$ cat config.mk
export PLATFORM = sky130hd
export DESIGN_NAME = btn_conditioner
export DESIGN_NICKNAME = d
export VERILOG_FILES = /design/src/rtl/btn_conditioner.sv
export SDC_FILE = /design/constraint.sdc
export NUM_CORES = 1
export LEC_CHECK = 0
export CORE_UTILIZATION = 40
export CTS_CLUSTER_DIAMETER = 60
export DETAILED_ROUTE_END_ITERATION = 8
export GPL_ROUTABILITY_DRIVEN = 1
export MAX_ROUTING_LAYER = met4
export REMOVE_ABC_BUFFERS = 1
export SLEW_MARGIN = 20
export SYNTH_ARGS = -nofsm -noshare
export SYNTH_HDL_FRONTEND = slang
export SYNTH_SLANG_ARGS = --single-unit
$ cat constraint.sdc
create_clock -name clk -period 2.07 [get_ports clk]
set_input_delay 0.207 -clock clk [delete_from_list [all_inputs] [get_ports clk]]
set_output_delay 0.207 -clock clk [all_outputs]
set_load 0.05 [all_outputs]
$ cat src/rtl/btn_conditioner.sv
// Push-button conditioner: two-flop synchronizer plus counter-based debounce FSM
// per button, producing a stable level and single-cycle press/release pulses.
module btn_conditioner #(
  parameter int N_BTN           = 5,
  parameter int DEBOUNCE_CYCLES = 1000000,
  parameter int CNT_W           = 20
) (
  input  logic             clk,
  input  logic             resetn,
  input  logic [N_BTN-1:0] btn_raw,
  output logic [N_BTN-1:0] btn_level,
  output logic [N_BTN-1:0] btn_press,
  output logic [N_BTN-1:0] btn_release,
  output logic             busy
);

  localparam logic [1:0] ST_LOW       = 2'd0;
  localparam logic [1:0] ST_WAIT_HIGH = 2'd1;
  localparam logic [1:0] ST_HIGH      = 2'd2;
  localparam logic [1:0] ST_WAIT_LOW  = 2'd3;

  localparam logic [CNT_W-1:0] CNT_LAST = CNT_W'(DEBOUNCE_CYCLES - 1);

  logic [N_BTN-1:0] sync1;
  logic [N_BTN-1:0] sync2;

  // Per-button state is kept in a named array so checkers can bind to it.
  logic [1:0]       fsm_state [N_BTN];
  logic [1:0]       state_d   [N_BTN];
  logic [CNT_W-1:0] cnt       [N_BTN];
  logic [CNT_W-1:0] cnt_d     [N_BTN];
  logic [N_BTN-1:0] level_d;
  logic [N_BTN-1:0] press_d;
  logic [N_BTN-1:0] release_d;
  logic [N_BTN-1:0] wait_d;

  always_comb begin
    for (int i = 0; i < N_BTN; i++) begin
      state_d[i]   = fsm_state[i];
      cnt_d[i]     = cnt[i];
      press_d[i]   = 1'b0;
      release_d[i] = 1'b0;
      case (fsm_state[i])
        ST_LOW: begin
          if (sync2[i]) begin
            state_d[i] = ST_WAIT_HIGH;
            cnt_d[i]   = '0;
          end
        end
        ST_WAIT_HIGH: begin
          if (!sync2[i]) begin
            state_d[i] = ST_LOW;
            cnt_d[i]   = '0;
          end else if (cnt[i] == CNT_LAST) begin
            state_d[i] = ST_HIGH;
            cnt_d[i]   = '0;
            press_d[i] = 1'b1;
          end else begin
            cnt_d[i] = cnt[i] + CNT_W'(1);
          end
        end
        ST_HIGH: begin
          if (!sync2[i]) begin
            state_d[i] = ST_WAIT_LOW;
            cnt_d[i]   = '0;
          end
        end
        default: begin
          if (sync2[i]) begin
            state_d[i] = ST_HIGH;
            cnt_d[i]   = '0;
          end else if (cnt[i] == CNT_LAST) begin
            state_d[i]   = ST_LOW;
            cnt_d[i]     = '0;
            release_d[i] = 1'b1;
          end else begin
            cnt_d[i] = cnt[i] + CNT_W'(1);
          end
        end
      endcase
      // Outputs are decoded from the next state so they register on the transition edge.
      level_d[i] = (state_d[i] == ST_HIGH) || (state_d[i] == ST_WAIT_LOW);
      wait_d[i]  = (state_d[i] == ST_WAIT_HIGH) || (state_d[i] == ST_WAIT_LOW);
    end
  end

  always_ff @(posedge clk or negedge resetn) begin
    if (!resetn) begin
      sync1       <= '0;
      sync2       <= '0;
      btn_level   <= '0;
      btn_press   <= '0;
      btn_release <= '0;
      busy        <= 1'b0;
      for (int i = 0; i < N_BTN; i++) begin
        fsm_state[i] <= ST_LOW;
        cnt[i]       <= '0;
      end
    end else begin
      sync1       <= btn_raw;
      sync2       <= sync1;
      btn_level   <= level_d;
      btn_press   <= press_d;
      btn_release <= release_d;
      busy        <= |wait_d;
      for (int i = 0; i < N_BTN; i++) begin
        fsm_state[i] <= state_d[i];
        cnt[i]       <= cnt_d[i];
      end
    end
  end

endmodule

# Word-level counts from Yosys, hierarchy flattened
# Cells that the tools add are included.
[word_totals]
out_inout_bits = 16
word_cells = 177
ff_bits = 136
inputBits = 7
[op_classes]
add_sub_neg = 5
n_mux = 90
reduce_logical = 26
n_eq_ne = 40
[ops]
columns = ["op", "n"]
rows = [
  ["$mux 20", 25],
  ["$pmux 20 s3", 5],
  ["$add 20x1->20 const B", 5],
  ["$eq 20x20->1 const B", 5],
  ["$mux 2", 30],
  ["$eq 2x2->1 const B", 15],
  ["$pmux 2 s3", 5],
  ["$mux 1", 25],
  ["$eq 2x1->1 const B", 10],
  ["$ne 2x2->1 const B", 10],
  ["$reduce_or 3->1", 5],
  ["$logic_not 2->1", 5],
  ["$logic_or 1x1->1", 10],
  ["$reduce_and 2->1", 5],
  ["$reduce_or 5->1", 1],
]

# Logic depth before layout (Yosys ltp)
[depth]
depth_word = 7
depth_mapped = 8
mapped_depth_nobuf = 6

# Worst setup path before layout
# OpenSTA, ideal clock, no wires.
[synth_path]
path_kind = "reg-to-reg"
start = "reg cnt[80] (netlist name)"
end = "reg busy"
setup_time_ns = 0.139
setup_slack_ns = 0.011
required_ns = 1.931
arrival_time_ns = 1.921
stages_incl_launch_ff = 7
synth_period_minus_slack_ns = 2.059
cell_sequence = "dfrtp_1 ha_1 nand2_1 nor4_4 nand4_2 and2_1 or4_4"
[synth_lines]
columns = ["element", "line_no", "text"]
rows = [
  ["from (decl)", "30", "logic [CNT_W-1:0] cnt [N_BTN];"],
  ["from (signal, indexed assignment)", "108", "cnt[i] <= cnt_d[i];"],
  ["to (signal assigned)", "105", "busy <= |wait_d;"],
  ["to (decl)", "14", "output logic busy"],
]

# Final worst setup path
[layout_path]
start = "reg cnt[35] (netlist name)"
end = "reg cnt[23] (netlist name)"
[layout_via]
elab_chain_cells = 4
word_cells_on_any_way = 5
classes_between = "eq/ne (1); mux (4)"
[layout_lines]
columns = ["element", "line_no", "text"]
rows = [
  ["$eq 20x20->1 *", "54, 72", ""],
  ["$mux 20 *", "54, 72", ""],
  ["$mux 20, on equally long branches", "69, 51", ""],
  ["$pmux 20 s3 *", "43", "case (fsm_state[i])"],
]
# Every way passes the cells marked *; elsewhere a longest branch is shown, timed or not.
# A chain may end at the register's enable or synchronous reset.

==> summary.log <==
[finish] fraction of layout cells with a size suffix above 1 19.9%
[detailed_routing] Final ANT Viol Nets 0
[finish] relative area change from synthesis to final layout 26.9%
[placed_design] hpwl dp 10,800 um
[power] Worst VDD drop 0.578 mV
[sta] worst max-slew margin expressed relative to the limit 41.9%
[finish] commonest non-fill, non-tap cells in the layout 134 x sky130_fd_sc_hd__dfrtp_1, 78 x sky130_fd_sc_hd__buf_4, 70 x sky130_fd_sc_hd__nand2_1
[logic_synthesis] Post-Synthesis Mean Instance Area 9.80 um^2
[sta] Setup-failing EPs final 2
[setup_path] data required time of the worst path 2.38 ns
[global_routing] largest net degree at the start of global routing 53
[finish] commonest non-fill, non-tap cell in the layout sky130_fd_sc_hd__dfrtp_1
[setup_path] category of the most critical setup path reg2reg
[detailed_routing] remaining design rule violation count 0
[setup_path] sort of element at the start of the critical path register
[logic_synthesis] number of storage elements in the synthesis netlist 134
[global_routing] via count of the first global-routing pass 5,609
[detailed_routing] First DRT Iteration DRCs 453
[worst_hold_path] Hold WC Path Type in2reg
[floorplan] Die H 133 um
[setup_path] R2R Setup Slk -0.02 ns
[logic_synthesis] unique cell type count in the Yosys netlist 56
[power] pwr/cell area 762 nW/um^2
[floorplan] number of rows created at floorplan 47
[logic_synthesis] register area share after synthesis 49.2%
[worst_hold_path] Hold Path Origin btn_raw[2]
[finish] number of non-filler instances in the completed layout 1,019
[sta] final period demand of the worst path 2.09 ns
[detailed_routing] Initial DRT Pass Iterations 6
[setup_path] CP delay by family, top simple AND/OR/NAND/NOR gates
[sta] RSZ-0062 raised after global routing true
[logic_synthesis] async set-or-reset flop fraction in the synthesized netlist 100%
[cts] later-pin clock latency in the skew report 0.41 ns
[global_routing] Total Routing Usage GR 19.6%
[sta] transition time at the pin with the least slew margin 0.868 ns
[floorplan] Chip Width 133 um
[cts] CTS Sinks 134
[global_routing] leftover overflow at the end of global routing 0
[sta] total negative slack -0.0225 ns
[cts] htree depth 4
[sta] Fin. Hold Viols 0
[cts] clock tree from TritonCTS done
[sta] max-slew violations 0
[flow_run] count of max-cap constraint violations 0
[detailed_routing] via count of the routed design 5,848
[outcome] failing checks negative setup slack
[placed_design] I/O Buffers 22
[sta] share of the clock period used by the worst path after layout 101%
[global_routing] wire length of the first global-routing pass 27,100 um
[detailed_routing] Detailed Route WL 16,000 um
[logic_synthesis] number of warning messages in the yosys log 0
[setup_path] CP Cell Sequence or4b_4 > nor4_4 > buf_4 > a21oi_4 > buf_12 > a21o_1 > a22o_1
[setup_path] Worst EP arrival 2.39 ns
[floorplan] initial cell density of the core 41.0%
[floorplan] area of the core 16,600 um^2
[detailed_routing] detail-routed net length per standard cell 15.7 um
[finish] number of diodes added for antenna fixing 0
[cts] clock slew seen by the registers of the worst setup and hold paths 0.06 ns
[setup_path] Critical R2R Launch cnt[35]
[setup_path] slowest cell delay on critical path 0.54 ns
[finish] nets 799
[sta] Final Worst Setup Slack -0.0167 ns
[finish] final standard cell utilization of the core 52.0%
[cts] cell at the root of the clock tree sky130_fd_sc_hd__clkbuf_16
[global_routing] initial antenna violation count 0
[placed_design] Final GP Congestion 0.869
[placed_design] number of placed instances, taps included 979
[logic_synthesis] cell taking the most area after synthesis sky130_fd_sc_hd__dfrtp_1
[outcome] result of the run finished, violations left
[setup_path] Critical path buffers and inverters 2
[logic_synthesis] primary flip-flop cell chosen by synthesis mapping sky130_fd_sc_hd__dfrtp_1
[setup_path] launch point of the critical path cnt[35]
[setup_path] Worst Setup End Kind register
[cts] Max clock buf depth 2
[sta] setup clock skew after layout 0.00505 ns
[sta] Fmax achieved 479 MHz
[logic_synthesis] area fraction of the dominant cell type after synthesis 49.2%
[logic_synthesis] top area cells in the synthesized netlist sky130_fd_sc_hd__dfrtp_1 49%, sky130_fd_sc_hd__a31oi_1 5.2%, sky130_fd_sc_hd__nand3_1 4.1%
[logic_synthesis] synthesized area 6820 um^2
[setup_path] slowest library cell on the worst path sky130_fd_sc_hd__or4b_4
[detailed_routing] vias per inst 5.74
[logic_synthesis] post-synthesis cell count 696
[setup_path] Max FO, Critical Path 6
[power] static leakage 3.76 nW
[floorplan] Die Footprint 17,600 um^2
[logic_synthesis] number of synthesized flops with an enable pin 0
[floorplan] I/O pin cnt 23
[cts] number of buffers created by CTS 17
power breakdown:
part / switching (mW) / internal [mW] / total (mW)
registers: 0.0569 / 2.67 / 2.73
logic: 0.218 / 0.149 / 0.367
clock network: 1.09 / 2.40 / 3.50
total: 1.37 / 5.23 / 6.60
per-layer routing:
layer / track usage (%) / part of all wire [%] / wire [um]
met1: 26.4 / 48 / 7700
met5: - / 0 / 0
met4: 5.81 / 0.96 / 153
met2: 29.6 / 48 / 7620
met3: 4.44 / 3.2 / 507
per-stage QoR:
step | hold WS, ns | setup slack (ns) | instance area, um^2 | power (mW)
6_report | 0.230 | -0.0167 | 8650 | 6.60
5_1_grt | 0.209 | -0.0669 | 8650 | 6.84
4_1_cts | 0.212 | -0.0163 | 8520 | 6.66
3_5_place_dp | 0.198 | -0.0208 | 7810 | 3.13
3_3_place_gp | 0.190 | 0.00518 | 7810 | 3.11
2_1_floorplan | -0.0886 | -0.620 | 6670 | 2.93
cell families (layout without fill, tap and decap cells):
kind of cell               count (synthesis)  in the layout  synth area share (%)
xor gates and xnor gates                  16             16                  2.06
and+or+nand+nor                          298            298                  24.9
DFF                                      134            134                  49.2
AOI/OAI and AO/OA                        180            181                  17.1
muxes                                     22             22                  3.45
adders and majority gates                  5              5                 0.917
buffers and inverters                     41            143                  2.40
state kept, by name, indices dropped and copies added (netlist names):
signal,cells
btn_level,3
btn_press,5
cnt,100
fsm_state,10
busy,1
sync2,5
sync1,5
btn_release,5
synth_stat cells, types with 3 or more instances:
library cell / instances
sky130_fd_sc_hd__dfrtp_1: 134
sky130_fd_sc_hd__nand2_1: 70
sky130_fd_sc_hd__a31oi_1: 57
sky130_fd_sc_hd__nand3_1: 56
sky130_fd_sc_hd__a21oi_1: 46
sky130_fd_sc_hd__nor2_1: 40
sky130_fd_sc_hd__clkbuf_1: 28
sky130_fd_sc_hd__o21ai_0: 23
sky130_fd_sc_hd__nand4_1: 21
sky130_fd_sc_hd__a22o_1: 18
sky130_fd_sc_hd__and3_1: 18
sky130_fd_sc_hd__a41oi_1: 15
sky130_fd_sc_hd__nand2b_1: 13
sky130_fd_sc_hd__mux2_2: 12
sky130_fd_sc_hd__and4_1: 10
sky130_fd_sc_hd__mux2i_1: 10
sky130_fd_sc_hd__nor3b_1: 10
sky130_fd_sc_hd__xor2_1: 9
sky130_fd_sc_hd__a21o_1: 8
sky130_fd_sc_hd__and2_1: 8
sky130_fd_sc_hd__nor4_1: 8
sky130_fd_sc_hd__or2_2: 7
sky130_fd_sc_hd__xnor2_1: 7
sky130_fd_sc_hd__nor3_1: 6
sky130_fd_sc_hd__ha_1: 5
sky130_fd_sc_hd__inv_1: 5
sky130_fd_sc_hd__nand3b_1: 5
sky130_fd_sc_hd__buf_1: 4
sky130_fd_sc_hd__a221o_1: 3
sky130_fd_sc_hd__nor4_2: 3
sky130_fd_sc_hd__nor4_4: 3
what timing repair did:
item,CTS,global route
cloned,0,3
endpoints found under the hold margin,48,0
hold buffers,1,0
gates resized for setup,2,9
endpoints found under the setup margin,1,11
setup buffers,2,3
pin swaps,4,9
path summary, 6_finish.rpt:
path | to | depth (start not counted)
setup / recovery | cnt[23] | 7
hold / removal | sync1[2] | 1
setup reg to reg | cnt[23] | 7
hold reg to reg | sync2[2] | 0
max in group asynchronous | cnt[35] | 3
min in group asynchronous | cnt[99] | 2
worst reg2reg max path, delay by kind of cell (launching register included):
family,cells,cell delay [ns]
DFF,1,0.37
and+or+nand+nor,2,0.84
AOI/OAI and AO/OA,3,0.42
buffers and inverters,2,0.35
area by class of cell:
type,count,area [um^2]
Sequential cell,134,3350
Tap cell,220,275
Clock inverter,9,223
Timing Repair Buffer,107,947
Multi-Input combinational cell,522,3380
Clock buffer,22,454
Inverter,5,18.8
Fill cell,1483,7990
Note: power is estimated with default switching activity, not from simulation.
